### src/rtl/stream_arb3.sv
// Three-source round-robin stream arbiter with a registered output stage.
// Define STREAM_ARB3_LOCK_EN to keep a granted source selected until its burst ends.
module stream_arb3 #(
    parameter int DWidth = 32
) (
    input  logic              clk_i,
    input  logic              rst_ni,
    input  logic [2:0]        valid_i,
    input  logic [DWidth-1:0] data0_i,
    input  logic [DWidth-1:0] data1_i,
    input  logic [DWidth-1:0] data2_i,
    input  logic [2:0]        last_i,
    output logic [2:0]        ready_o,
    output logic              valid_o,
    output logic [DWidth-1:0] data_o,
    output logic [1:0]        sel_o,
    output logic              last_o,
    input  logic              ready_i
);

    function automatic logic [1:0] inc3(input logic [1:0] p);
        logic [1:0] q;
        case (p)
            2'd0:    q = 2'd1;
            2'd1:    q = 2'd2;
            default: q = 2'd0;
        endcase
        return q;
    endfunction

`ifdef STREAM_ARB3_LOCK_EN
    typedef enum logic {
        ST_ARB  = 1'b0,
        ST_LOCK = 1'b1
    } state_t;

    state_t     r_state;
    state_t     w_state_nxt;
    logic [1:0] r_lock_src;
    logic [1:0] w_lock_src_nxt;
`endif

    logic [1:0]        r_ptr;
    logic [1:0]        w_ptr_nxt;
    logic [1:0]        w_cand1;
    logic [1:0]        w_cand2;
    logic              w_pick_vld;
    logic [1:0]        w_pick_idx;
    logic              w_load_en;
    logic              w_grant;
    logic [DWidth-1:0] w_data_sel;

    logic              r_valid;
    logic [DWidth-1:0] r_data;
    logic [1:0]        r_sel;
    logic              r_last;

    // Pick the first valid source starting at ptr, or the locked source mid-burst
    always_comb begin
        w_cand1    = inc3(r_ptr);
        w_cand2    = inc3(w_cand1);
        w_pick_vld = 1'b0;
        w_pick_idx = r_ptr;
`ifdef STREAM_ARB3_LOCK_EN
        if (r_state == ST_LOCK) begin
            w_pick_vld = valid_i[r_lock_src];
            w_pick_idx = r_lock_src;
        end else
`endif
        if (valid_i[r_ptr]) begin
            w_pick_vld = 1'b1;
            w_pick_idx = r_ptr;
        end else if (valid_i[w_cand1]) begin
            w_pick_vld = 1'b1;
            w_pick_idx = w_cand1;
        end else if (valid_i[w_cand2]) begin
            w_pick_vld = 1'b1;
            w_pick_idx = w_cand2;
        end else begin
            w_pick_vld = 1'b0;
            w_pick_idx = r_ptr;
        end
    end

    // Reset gating keeps ready_o low while the block is held in reset
    assign w_load_en = ~r_valid | ready_i;
    assign w_grant   = w_pick_vld & w_load_en & rst_ni;
    assign ready_o   = w_grant ? (3'b001 << w_pick_idx) : 3'b000;

    // Payload mux for the granted source
    always_comb begin
        case (w_pick_idx)
            2'd0:    w_data_sel = data0_i;
            2'd1:    w_data_sel = data1_i;
            default: w_data_sel = data2_i;
        endcase
    end

    // Next pointer (and lock state); ptr only moves on an unlocked grant or a burst end
    always_comb begin
        w_ptr_nxt = r_ptr;
`ifdef STREAM_ARB3_LOCK_EN
        w_state_nxt    = r_state;
        w_lock_src_nxt = r_lock_src;
        case (r_state)
            ST_ARB: begin
                if (w_grant) begin
                    w_ptr_nxt = inc3(w_pick_idx);
                    if (!last_i[w_pick_idx]) begin
                        w_state_nxt    = ST_LOCK;
                        w_lock_src_nxt = w_pick_idx;
                    end else begin
                        w_state_nxt = ST_ARB;
                    end
                end else begin
                    w_state_nxt = ST_ARB;
                end
            end
            ST_LOCK: begin
                if (w_grant && last_i[r_lock_src]) begin
                    w_state_nxt = ST_ARB;
                    w_ptr_nxt   = inc3(r_lock_src);
                end else begin
                    w_state_nxt = ST_LOCK;
                end
            end
            default: begin
                w_state_nxt = ST_ARB;
            end
        endcase
`else
        if (w_grant) begin
            w_ptr_nxt = inc3(w_pick_idx);
        end else begin
            w_ptr_nxt = r_ptr;
        end
`endif
    end

    // Arbitration state registers
    always_ff @(posedge clk_i or negedge rst_ni) begin
        if (!rst_ni) begin
            r_ptr <= 2'd0;
`ifdef STREAM_ARB3_LOCK_EN
            r_state    <= ST_ARB;
            r_lock_src <= 2'd0;
`endif
        end else begin
            r_ptr <= w_ptr_nxt;
`ifdef STREAM_ARB3_LOCK_EN
            r_state    <= w_state_nxt;
            r_lock_src <= w_lock_src_nxt;
`endif
        end
    end

    // Output register: loads a granted beat, drains when nothing is granted, holds on backpressure
    always_ff @(posedge clk_i or negedge rst_ni) begin
        if (!rst_ni) begin
            r_valid <= 1'b0;
            r_data  <= '0;
            r_sel   <= 2'd0;
            r_last  <= 1'b0;
        end else if (w_load_en) begin
            if (w_grant) begin
                r_valid <= 1'b1;
                r_data  <= w_data_sel;
                r_sel   <= w_pick_idx;
                r_last  <= last_i[w_pick_idx];
            end else begin
                r_valid <= 1'b0;
            end
        end
    end

    assign valid_o = r_valid;
    assign data_o  = r_data;
    assign sel_o   = r_sel;
    assign last_o  = r_last;

endmodule
### config.mk
export PLATFORM = sky130hd
export DESIGN_NAME = stream_arb3
export DESIGN_NICKNAME = d
export VERILOG_FILES = /design/src/rtl/stream_arb3.sv
export SDC_FILE = /design/constraint.sdc
export NUM_CORES = 1
export LEC_CHECK = 0
export BUFFER_PORTS_ARGS = -buffer_cell sky130_fd_sc_hd__buf_2
export CAP_MARGIN = 0
export CORE_ASPECT_RATIO = 0.75
export CORE_MARGIN = 2
export CORE_UTILIZATION = 25
export DETAILED_ROUTE_END_ITERATION = 8
export GPL_ROUTABILITY_DRIVEN = 0
export HOLD_SLACK_MARGIN = 0.06
export SYNTH_ARGS = -nofsm -noshare
export SYNTH_HDL_FRONTEND = slang
export SYNTH_SLANG_ARGS = --single-unit
### constraint.sdc
create_clock -name clk_i -period 1.6 [get_ports clk_i]
set_clock_uncertainty 0.05 [all_clocks]
set_input_delay 0.08 -clock clk_i [delete_from_list [all_inputs] [get_ports clk_i]]
set_output_delay 0.08 -clock clk_i [all_outputs]
set_load 0.02 [all_outputs]
## Yosys cells after proc, flatten, opt, wreduce, memory -nomap -nowiden

Index checks and enable logic that the tools add are counted.

| storage, ports and cells | value |
|---|---|
| register bits | 38 |
| bits in latches | 0 |
| bits in writable memories | 0 |
| ROM bits | 0 |
| input bits | 105 |
| output and inout port bits | 39 |
| word-level logic and storage cells | 41 |
| memories | 0 |

| operators by class | value |
|---|---|
| $add $sub $neg | 0 |
| $mul | 0 |
| divide/modulo/power cells | 0 |
| order comparisons | 4 |
| eq/ne operators | 3 |
| shift operators | 1 |
| muxes and demuxes | 20 |
| bitwise gates (word level) | 4 |
| reduce and logical (&&, ||, !) cells | 4 |

Operator list:

| cell | count |
|---|---|
| 32-bit case mux with 2 select lines | 1 |
| 2-bit by 3-bit < comparator with 1-bit output (second input constant) | 4 |
| 2-bit case mux with 2 select lines | 3 |
| 1-bit binary-select mux with 2-bit select | 4 |
| 1-bit two-way mux | 8 |
| 2-bit by 1-bit equality test with 1-bit output (second input constant) | 3 |
| 2-bit logical NOT | 3 |
| 2-bit two-way mux | 3 |
| 3-bit two-way mux | 1 |
| 1-bit by 2-bit << shifter with 3-bit output (first input constant) | 1 |
| 1-bit AND | 2 |
| 2-bit AND reduction | 1 |
| 1-bit NOT | 1 |
| 1-bit bitwise OR | 1 |

## Depth between registers and ports, before layout

Gate-level depths: netlist of run 1.

| logic depth | value |
|---|---|
| depth in word-level cells | 12 |
| mapped depth | 8 |
| depth with buffers taken out | 5 |

## Worst setup path after synthesis of run 1

Ideal clock, no wire load.

| timing path | value |
|---|---|
| kind | flip-flop to flip-flop |
| start | reg r_ptr[0] |
| end | reg r_data[0], in the netlist data_o[0] |
| setup time | 123 ps |
| arrival time | 1,570 ps |
| required time | 1,427 ps |
| path slack | -143 ps |
| stages on the path, launching flop included | 9 |
| path buffers | 3 |
| clock period less this slack | 1,743 ps |
| cell sequence | dfrtp_1 buf_4 nor2b_4 a22o_1 or2_1 buf_6 buf_6 a221oi_2 o2bb2ai_1 |

| between the ends | value |
|---|---|
| longest elaborated chain between the ends | 12 |
| elaborated cells between the ends (all ways) | 24 |
| those cells by class | eq/ne (3); mux (15); bitwise (2); reduce/logical (4) |

Ends and longest elaborated chain:

| element | RTL line | text |
|---|---|---|
| from (decl) | 43 | `logic [1:0] r_ptr;` |
| from (signal assigned) | 149 | `r_ptr <= w_ptr_nxt;` |
| 2-bit by 1-bit equality test with 1-bit output / 2-bit logical NOT (equally long branches) | 23 | `case (p)` |
| 2-bit case mux with 2 select lines | 23 |  |
| 2-bit by 1-bit equality test with 1-bit output / 2-bit logical NOT (equally long branches) | 23 |  |
| 2-bit case mux with 2 select lines | 23 |  |
| 1-bit binary-select mux with 2-bit select | 76 | `end else if (valid_i[w_cand2]) begin` |
| 1-bit two-way mux (implied by the code) | 76 |  |
| 1-bit two-way mux | 76 |  |
| 1-bit two-way mux | 73 | `end else if (valid_i[w_cand1]) begin` |
| 1-bit two-way mux | 70 | `if (valid_i[r_ptr]) begin` |
| 1-bit AND (2 in series) | 87 | `assign w_grant = w_pick_vld & w_load_en & rst_ni;` |
| 2-bit AND reduction (no source line) | n/a |  |
| to (signal assigned) | 167 | `r_data <= w_data_sel;` |
| to (decl) | 54 | `logic [DWidth-1:0] r_data;` |

Several ways; a longest one is shown, not always the timed one. The select of a mux whose other input is x is not followed.
A chain may end at the register's enable or synchronous reset.

## Worst setup path in the final report of run 1

| timing path | value |
|---|---|
| start | reg r_ptr[1] |
| end | out ready_o[0] |

| between the ends | value |
|---|---|
| longest elaborated chain between the ends | 12 |
| elaborated cells between the ends (all ways) | 22 |
| those cells by class | eq/ne (2); shift (1); mux (15); bitwise (2); reduce/logical (2) |

Ends and longest elaborated chain:

| element | RTL line | text |
|---|---|---|
| 2-bit by 1-bit equality test with 1-bit output / 2-bit logical NOT (equally long branches) | 23 |  |
| 2-bit case mux with 2 select lines | 23 |  |
| 2-bit by 1-bit equality test with 1-bit output / 2-bit logical NOT (equally long branches) | 23 |  |
| 2-bit case mux with 2 select lines | 23 |  |
| 1-bit binary-select mux with 2-bit select | 76 |  |
| 1-bit two-way mux (implied by the code) | 76 |  |
| 1-bit two-way mux | 76 |  |
| 1-bit two-way mux | 73 |  |
| 1-bit two-way mux | 70 |  |
| 1-bit AND (2 in series) | 87 |  |
| 3-bit two-way mux (*) | 88 | `assign ready_o = w_grant ? (3'b001 << w_pick_idx) : 3'b000;` |
| to (decl) | 13 | `output logic [2:0] ready_o,` |

Every way passes the cells marked *; elsewhere a longest branch is shown, timed or not. The select of a mux whose other input is x is not followed.

==> reports/qor.yml, run 1 <==
status: "finished with violations"
violations: "setup timing"
grt_pass1_wl_um: 13200
io_buffers: 143
hold_violations: 0
crit_arrival_ps: 1670
ys_seq_area_share_pct: 42.3
hold-path-cell-count: 3
dp_hpwl_um: 5370
die_h_um: 86.1
synth-edff-count: 0
ff2ff_path_depth: 7
cts_root_buffer: "clkbuf_16"
grt_max_degree: 39
period_needed_ps: 1800
grt.overflow.total: 0
reg2reg_to: "data_o[13]"
start_util_pct: 26.1
core-area_sq_um: 8600
multi_input_comb_area_sq_um: 1310
grt_usage_pct: 17.2
ant_nets: 0
numClockSinks: 38
pre_cts_ws_ps: -280
avgSynthCellArea_sq_um: 10.5
synth_area_sq_um: 2250
fmax_ghz: 0.555
placed_cells: 464
rrSetupSlack_ps: -180
worstPathMaxFanout: 6
worst_setup_path_start_kind: "register"
power_density_nw_per_um2: 1080
io_pins: 144
areaGrowthSynthToFinish_pct: 99.4
clock_path_buffers: 2
crit_slowest_cell: "dfrtp_2"
cpLargestDelayFamily: "simple AND/OR/NAND/NOR gates"
synth_common_cells: "40 x nor2_1, 38 x dfrtp_1, 23 x o2bb2ai_1"
rsz0062_at_grt: "yes"
setup_tns_ps: -5200
synth_cell_types: 32
num_rows: 29
h-tree-depth: 2
cts_tree: "built"
fill_cells: 787
clk-insertion-delay-late_ps: 280
critPathKind: "register to primary output"
power.leakage_nw: 2.02
diodes: 0
die_w_um: 113
dr_total_vias: 2710
timing.final.crit_share_pct: 113
nets: 554
regArea_sq_um: 952
crit_chain: "or3_1 > a21oi_2 > nor2_2 > nor2_4 > buf_12 > buf_8"
synth_seq_cells: 38
drtPass1Iterations: 4
yosys_most_used_dff: "dfrtp_1"
maxSlewHeadroom_pct: 66.0
grt_pass1_vias: 2779
cts_buffers: 5
setup.worst_path.end_class: "primary output"
drive_gt1_share_pct: 54.8
maxSlewViolCount: 0
setup_ws_ps: -200
final_cell_count_no_fill: 557
peakVddDrop_v: 0.000521
setup_violations: 37
r2r-start: "r_ptr[1]"
post-route-drc-count: 0
async_reset_ff_share_pct: 100
hp-start: "data2_i[6]"
path_buf_inv: 2
die_area_sq_um: 9770
path_clk_slew_ps: 60
antenna_found_initial: 0
synth_fp_nets: 318
synthTopCellsByArea: "dfrtp_1 42%, a221oi_2 13%, o2bb2ai_1 9.0%"
hold_path_class: "primary input to register"
drt_iter0_markers: 82
synth_most_common_cell: "nor2_1"
synth_top_area_share_pct: 42.3
yosys.area.top_type: "dfrtp_1"
worst_pin_slew_ps: 509
viasPerCell: 4.87
wl_per_cell_um: 16.5
worstPathRequired_ps: 1470
final_core_utilization_pct: 52.1
cap_violations: 0
ys.warnings.count: 0
min_to: "data_o[6]"
netlist_instances: 213
routed_wl_um: 9200
max_stage_delay_ps: 450
-- power breakdown --
part	switching, mW	leakage, nW	internal, mW
Combinational	1.29	1.52	1.19
Clock	0.385	0.0694	0.563
Sequential	0.179	0.425	1.24
Total	1.85	2.02	3.00
-- routing by layer --
| metal | GRT usage, % | share of wire, % | up-vias |
|---|---|---|---|
| met5 | 0 | 0 | - |
| met4 | 5.10 | 1.4 | 0 |
| met3 | 4.38 | 6.2 | 15 |
| met2 | 31.0 | 50 | 110 |
| met1 | 20.3 | 42 | 1289 |
| li1 | - | - | 1296 |
-- placed cells by master, fill, tap and decap left out, types with 2 or more instances in the layout --
cell type / netlist / final
buf_2: 10 / 140
dlygate4sd3_1: 0 / 69
dfrtp_1: 38 / 37
nor2_1: 40 / 34
o2bb2ai_1: 23 / 22
a221oi_2: 20 / 21
buf_4: 6 / 19
a22oi_1: 20 / 10
a22oi_2: 0 / 10
a31oi_1: 10 / 10
buf_12: 0 / 10
clkbuf_16: 0 / 8
buf_6: 4 / 7
nor2_4: 1 / 4
buf_8: 0 / 4
nand2b_1: 5 / 3
and2_4: 0 / 3
nor2_2: 0 / 3
a21o_1: 3 / 3
nor2b_4: 1 / 2
a21oi_1: 4 / 2
a21oi_2: 0 / 2
nand2b_4: 0 / 2
nor2b_1: 3 / 2
o21a_1: 2 / 2
o21ai_0: 2 / 2
clkinv_2: 0 / 2
-- worst reg2reg max path: cells and delay by family, from the launching register on --
family / cells / cell delay, ps
buffers and inverters: 2 / 310
AO/OA/AOI/OAI: 3 / 560
AND/OR/NAND/NOR: 2 / 330
flip-flops: 1 / 430
-- cell type report --
type,count,share of cell area [%]
tap,108,3.02
clock inverter,2,0.223
timing repair buffer,252,43.5
multi-input combinational,152,29.2
clock buffer,5,2.79
sequential,38,21.3
-- cells by family (layout without fill, tap and decap cells) --
logic type | after synthesis | in the layout | synth area share, %
buf+inv | 23 | 259 | 6.74
flops | 38 | 38 | 42.3
simple gates | 57 | 57 | 11.8
mux | 1 | 1 | 0.446
compound gates | 94 | 94 | 38.7
-- flip-flops by register name, indices dropped and copies added (netlist names) --
name     cells
sel_o        2
valid_o      1
r_ptr        2
data_o      32
last_o       1
-- worst max path at each step --
stage | from | to | slack [ps] | cells after the start
2_1_floorplan | r_ptr[0] | data_o[0] | -130 | 8
6_report | r_ptr[1] | ready_o[0] | -200 | 6
3_3_place_gp | r_ptr[0] | data_o[7] | -200 | 7
3_5_place_dp | r_ptr[1] | data_o[8] | -280 | 6
5_1_grt | r_ptr[1] | data_o[1] | -260 | 7
4_1_cts | r_ptr[1] | ready_o[0] | -220 | 6
-- through the flow --
stage,power (mW),area (sq um),hold WS (ps)
after floorplan,2.59,2260,-266
after global placement,3.35,3250,158
after detailed placement,3.39,3250,160
after CTS,4.63,4210,64.2
after global routing,5.14,4480,69.7
final,4.85,4480,47.2
-- repair_timing --
action / in CTS / in global routing
hold buffers: 69 / 0
endpoints found under the hold margin: 62 / 0
resized for setup: 18 / 32
pin swaps: 5 / 14
endpoints found under the setup margin: 40 / 40
setup buffers: 9 / 4
cloned: 0 / 5
No activity file was read; power rests on OpenSTA's default activity.
==> run 2: changes to the inputs <==
- CORE_UTILIZATION: 25 -> 39
- PLACE_DENSITY: not set -> 0.78
==> run 2 against run 1 <==
Highest routed layer unchanged. Clock-buffer cell count is 1 higher. Critical path depth stayed put. Power is 0.61% higher. The run still ends with setup timing left. Critical endpoint is now data_o[7]. Sequential power is 3% higher. Setup slack worse by 44 ps. Sequential share of layout area hardly changed. Wire length is 11% higher. Design area hardly changed. Die area is 35% lower. Cell count is 5.6% lower. Global-route usage is 11 points higher.
==> reports/qor.yml, run 2 (synthesis gave the netlist of run 1 again) <==
status: "finished with violations"
violations: "setup timing"
peakVddDrop_v: 0.000609
h-tree-depth: 2
p_switching_mw: 1.93
min_to: "data_o[30]"
hp-start: "data2_i[30]"
power.leakage_nw: 2.01
drt_iter0_markers: 132
cap_violations: 0
ant_nets: 0
hold_path_class: "primary input to register"
hold_violations: 0
fmax_ghz: 0.542
ff2ff_path_depth: 6
hold-path-cell-count: 3
dp_hpwl_um: 5250
viasPerCell: 5.48
critPathKind: "register to register"
drive_gt1_share_pct: 55.0
worst_setup_path_start_kind: "register"
power_density_nw_per_um2: 1090
io_pins: 144
final_cell_mix: "140 x buf_2, 68 x dlygate4sd3_1, 37 x dfrtp_1"
wl_per_cell_um: 19.3
antenna_found_initial: 0
reg2reg_to: "data_o[7]"
clk-insertion-delay-late_ps: 280
switching_share_pct: 39.6
die_area_sq_um: 6390
routed_wl_um: 10200
r2r-start: "r_ptr[0]"
setup_tns_ps: -6390
worstPathMaxFanout: 7
setup.worst_path.end_class: "register"
maxSlewHeadroom_pct: 67.0
maxSlewViolCount: 0
grt_usage_pct: 28.5
post-route-drc-count: 0
final_common_cell: "buf_2"
cts_buffers: 5
fin_total_pwr_mw: 4.88
setup_ws_ps: -244
seqPwrFrac_pct: 29.9
die_w_um: 91.6
comb_power_share_pct: 53.0
setup_violations: 40
worstPathRequired_ps: 1720
crit_arrival_ps: 1960
grt_pass1_wl_um: 14200
start_util_pct: 41.3
worst_pin_slew_ps: 495
numClockSinks: 38
rsz0062_at_grt: "yes"
power_frac_clock_pct: 17.2
nets: 556
path_clk_slew_ps: 80
num_rows: 23
period_needed_ps: 1840
die_h_um: 69.7
largest_register_ffs: 32
drtPass1Iterations: 5
grt_max_degree: 39
pre_cts_ws_ps: -182
rrSetupSlack_ps: -240
cts_root_buffer: "clkbuf_8"
grt.overflow.total: 0
areaGrowthSynthToFinish_pct: 99.4
timing.final.crit_share_pct: 115
core-area_sq_um: 5440
clock_path_buffers: 2
dr_total_vias: 2882
diodes: 0
cts_tree: "built"
io_buffers: 143
p_int_mw: 2.94
grt_pass1_vias: 2863
-- run 2: cell count changes in the layout (fill, tap and decap cells not counted), moves of 5 or more --
cell	before	now
nor2_4	4	11
a221oi_4	1	6
a22oi_2	10	2
buf_6	7	13
clkbuf_8	0	6
clkbuf_16	8	1
nor2_1	34	27
a221oi_2	21	14
a22oi_1	10	18
-- run 2: layer usage --
metal	wire, um	track usage (%)	vias to the layer above
met5	0	0	-
met4	339	10.4	0
met3	743	6.63	34
met2	5250	51.4	181
met1	3840	32.7	1370
li1	-	-	1297
-- run 2: worst max-delay path, stage by stage (launching register included) --
cell	delay (ps)
dfrtp_1	440
nand2b_1	210
a22o_1	200
or2_4	260
buf_6	160
a221oi_1	300
o2bb2ai_1	110
-- run 2: cell type report --
type                            instances  area [sq um]
Clock buffer                            6          82.6
Clock inverter                          1          30.0
Fill cell                             308           961
Multi-Input combinational cell        152          1380
Sequential cell                        38           952
Tap cell                               75          93.8
Timing Repair Buffer                  254          1940
-- run 2: worst max-delay path by stage --
stage | endpoint | startpoint | slack (ps)
after global placement | last_o | r_ptr[0] | -150
after detailed placement | data_o[11] | r_ptr[1] | -180
after CTS | last_o | r_ptr[0] | -230
final | data_o[7] | r_ptr[0] | -240
after floorplan | data_o[0] | r_ptr[0] | -130
after global routing | last_o | r_ptr[0] | -310
-- run 2: what timing repair did --
item	4_1_cts	5_1_grt
hold buffers	68	0
resized for setup	27	43
setup buffers	16	6
hold endpoints to repair	61	0
gates cloned	2	1
pin swaps	7	17
setup endpoints to repair	39	40
-- run 2: power groups by stage --
stage               sequential [mW]  combinational [mW]  clock [mW]
global placement               1.41                1.89           0
finish                         1.46                2.58       0.837
floorplan                      1.73               0.859           0
CTS                            1.40                2.28       0.848
detailed placement             1.42                1.93           0
global route                   1.49                2.71       0.896
-- run 2: stage by stage --
stage / hold slack (ps) / std cells / util [%] / instance area [sq um]
after floorplan: -266 / 213 / - / 2260
after global placement: 156 / 431 / 58.5 / 3180
after detailed placement: 144 / 431 / 58.5 / 3180
after CTS: 60.2 / 521 / 77.7 / 4230
after global routing: 68.9 / 526 / 82.3 / 4480
final: 62.7 / 526 / 82.3 / 4480
==> run 3: changes to the inputs <==
- CTS_BUF_LIST: not set -> sky130_fd_sc_hd__clkbuf_16
==> run 3 against run 2 <==
The run still ends with setup timing left. First-iteration DRC count fell by 4.5%. Combinational power rose by 15%. Power is 13% higher. Wire length rose by 9.2%. Global-route usage increased by 0.089 points. Critical endpoint is now data_o[18].
==> reports/qor.yml, run 3 (synthesis gave the netlist of run 1 again) <==
core-area_sq_um: 5440
final_core_utilization_pct: 88.0
hold_path_class: "primary input to register"
placed_cell_area_sq_um: 3180
grt_usage_pct: 28.6
min_to: "data_o[21]"
setup_ws_ps: -284
h-tree-depth: 2
setup.worst_path.end_class: "register"
die_w_um: 91.6
num_rows: 23
power_density_nw_per_um2: 1160
die_h_um: 69.7
period_needed_ps: 1880
wl_per_cell_um: 21.2
grt.overflow.total: 0
worstPathMaxFanout: 14
violations: "setup timing"
r2r-start: "r_ptr[1]"
rsz0062_at_grt: "yes"
drtPass1Iterations: 4
largest_register_ffs: 32
crit_top_cell: "buf_12"
crit_arrival_ps: 1990
areaGrowthSynthToFinish_pct: 113
clock_path_buffers: 2
nets: 553
grt_pass1_vias: 2910
setup_violations: 39
crit_chain: "buf_12 > nor2b_4 > a22o_1 > or2_4 > buf_12 > a221oi_4 > o2bb2ai_2"
numClockSinks: 38
grt_max_degree: 39
final_common_cell: "buf_2"
pre_cts_ws_ps: -182
whs_ps: 72.3
clk-insertion-delay-late_ps: 280
drt_iter0_markers: 126
critPathKind: "register to register"
fin_area_sq_um: 4790
cts_root_buffer: "clkbuf_16"
path_clk_slew_ps: 60
placed_cells: 431
worstPathRequired_ps: 1700
antenna_found_initial: 0
io_pins: 144
drive_gt1_share_pct: 62.1
grt_pass1_wl_um: 14300
start_util_pct: 41.3
hold_violations: 0
reg2reg_to: "data_o[18]"
cap_violations: 0
worst_pin_slew_ps: 509
final_cell_count_no_fill: 524
fmax_ghz: 0.531
peakVddDrop_v: 0.000662
dr_total_vias: 2931
fin_total_pwr_mw: 5.53
worst_setup_path_start_kind: "register"
viasPerCell: 5.59
final_cell_mix: "140 x buf_2, 59 x dlygate4sd3_1, 36 x dfrtp_1"
crit_slowest_cell: "dfrtp_2"
die_area_sq_um: 6390
status: "finished with violations"
setup_tns_ps: -7480
ant_nets: 0
power.leakage_nw: 2.10
max_stage_delay_ps: 430
routed_wl_um: 11100
rrSetupSlack_ps: -280
maxSlewHeadroom_pct: 66.1
hold-path-cell-count: 3
cts_buffers: 5
cts_tree: "built"
post-route-drc-count: 0
timing.final.crit_share_pct: 118
ff2ff_path_depth: 7
dp_hpwl_um: 5250
hp-start: "data2_i[21]"
io_buffers: 143
maxSlewViolCount: 0
run 3: changes by cell type in the layout (fill, tap and decap cells not counted), sizes merged:
| cell | delta |
|---|---|
| dlygate4sd3 | -9 |
| buf | +4 |
| clkbuf | +1 |
| clkinv | +1 |
| diode | +1 |
run 3: area by class of cell:
class                   count  area (sq um)
multi-input cells         152          1590
diodes                      1          2.50
clock buffers               5           125
clock inverters             2          33.8
flip-flops and latches     38           953
well taps                  75          93.8
fillers                   258           652
repair buffers            251          1990
run 3: worst max-delay path, delay by kind of cell (launching register included):
kind,cells,cell delay (ps)
buf+inv,2,300
compound gates,3,650
simple gates,2,320
flops,1,430
run 3: worst max path at each step:
| stage | from | end | slack (ps) | cells after the start |
|---|---|---|---|---|
| final | r_ptr[1] | data_o[18] | -280 | 7 |
| after CTS | r_ptr[1] | ready_o[0] | -240 | 6 |
| after global routing | r_ptr[1] | data_o[18] | -310 | 7 |
| after detailed placement | r_ptr[1] | data_o[11] | -180 | 6 |
| after global placement | r_ptr[0] | last_o | -150 | 7 |
| after floorplan | r_ptr[0] | data_o[0] | -130 | 8 |
run 3: layer usage:
layer / GRT usage [%] / vias up / routed length, um
li1: - / 1296 / -
met1: 32.4 / 1403 / 4110
met2: 51.2 / 202 / 5710
met3: 7.07 / 30 / 1000
met4: 11.6 / 0 / 280
met5: 0 / - / 0
run 3: timing repair:
action | 4_1_cts | 5_1_grt
hold buffers | 59 | 0
endpoints found under the setup margin | 39 | 40
endpoints found under the hold margin | 61 | 0
pin swaps | 12 | 26
cloned | 4 | 3
resized for setup | 47 | 60
setup buffers | 19 | 7
run 3: where the power goes:
| group | internal, mW | switching, mW |
|---|---|---|
| Sequential | 1.24 | 0.220 |
| Clock | 0.721 | 0.383 |
| Combinational | 1.41 | 1.55 |
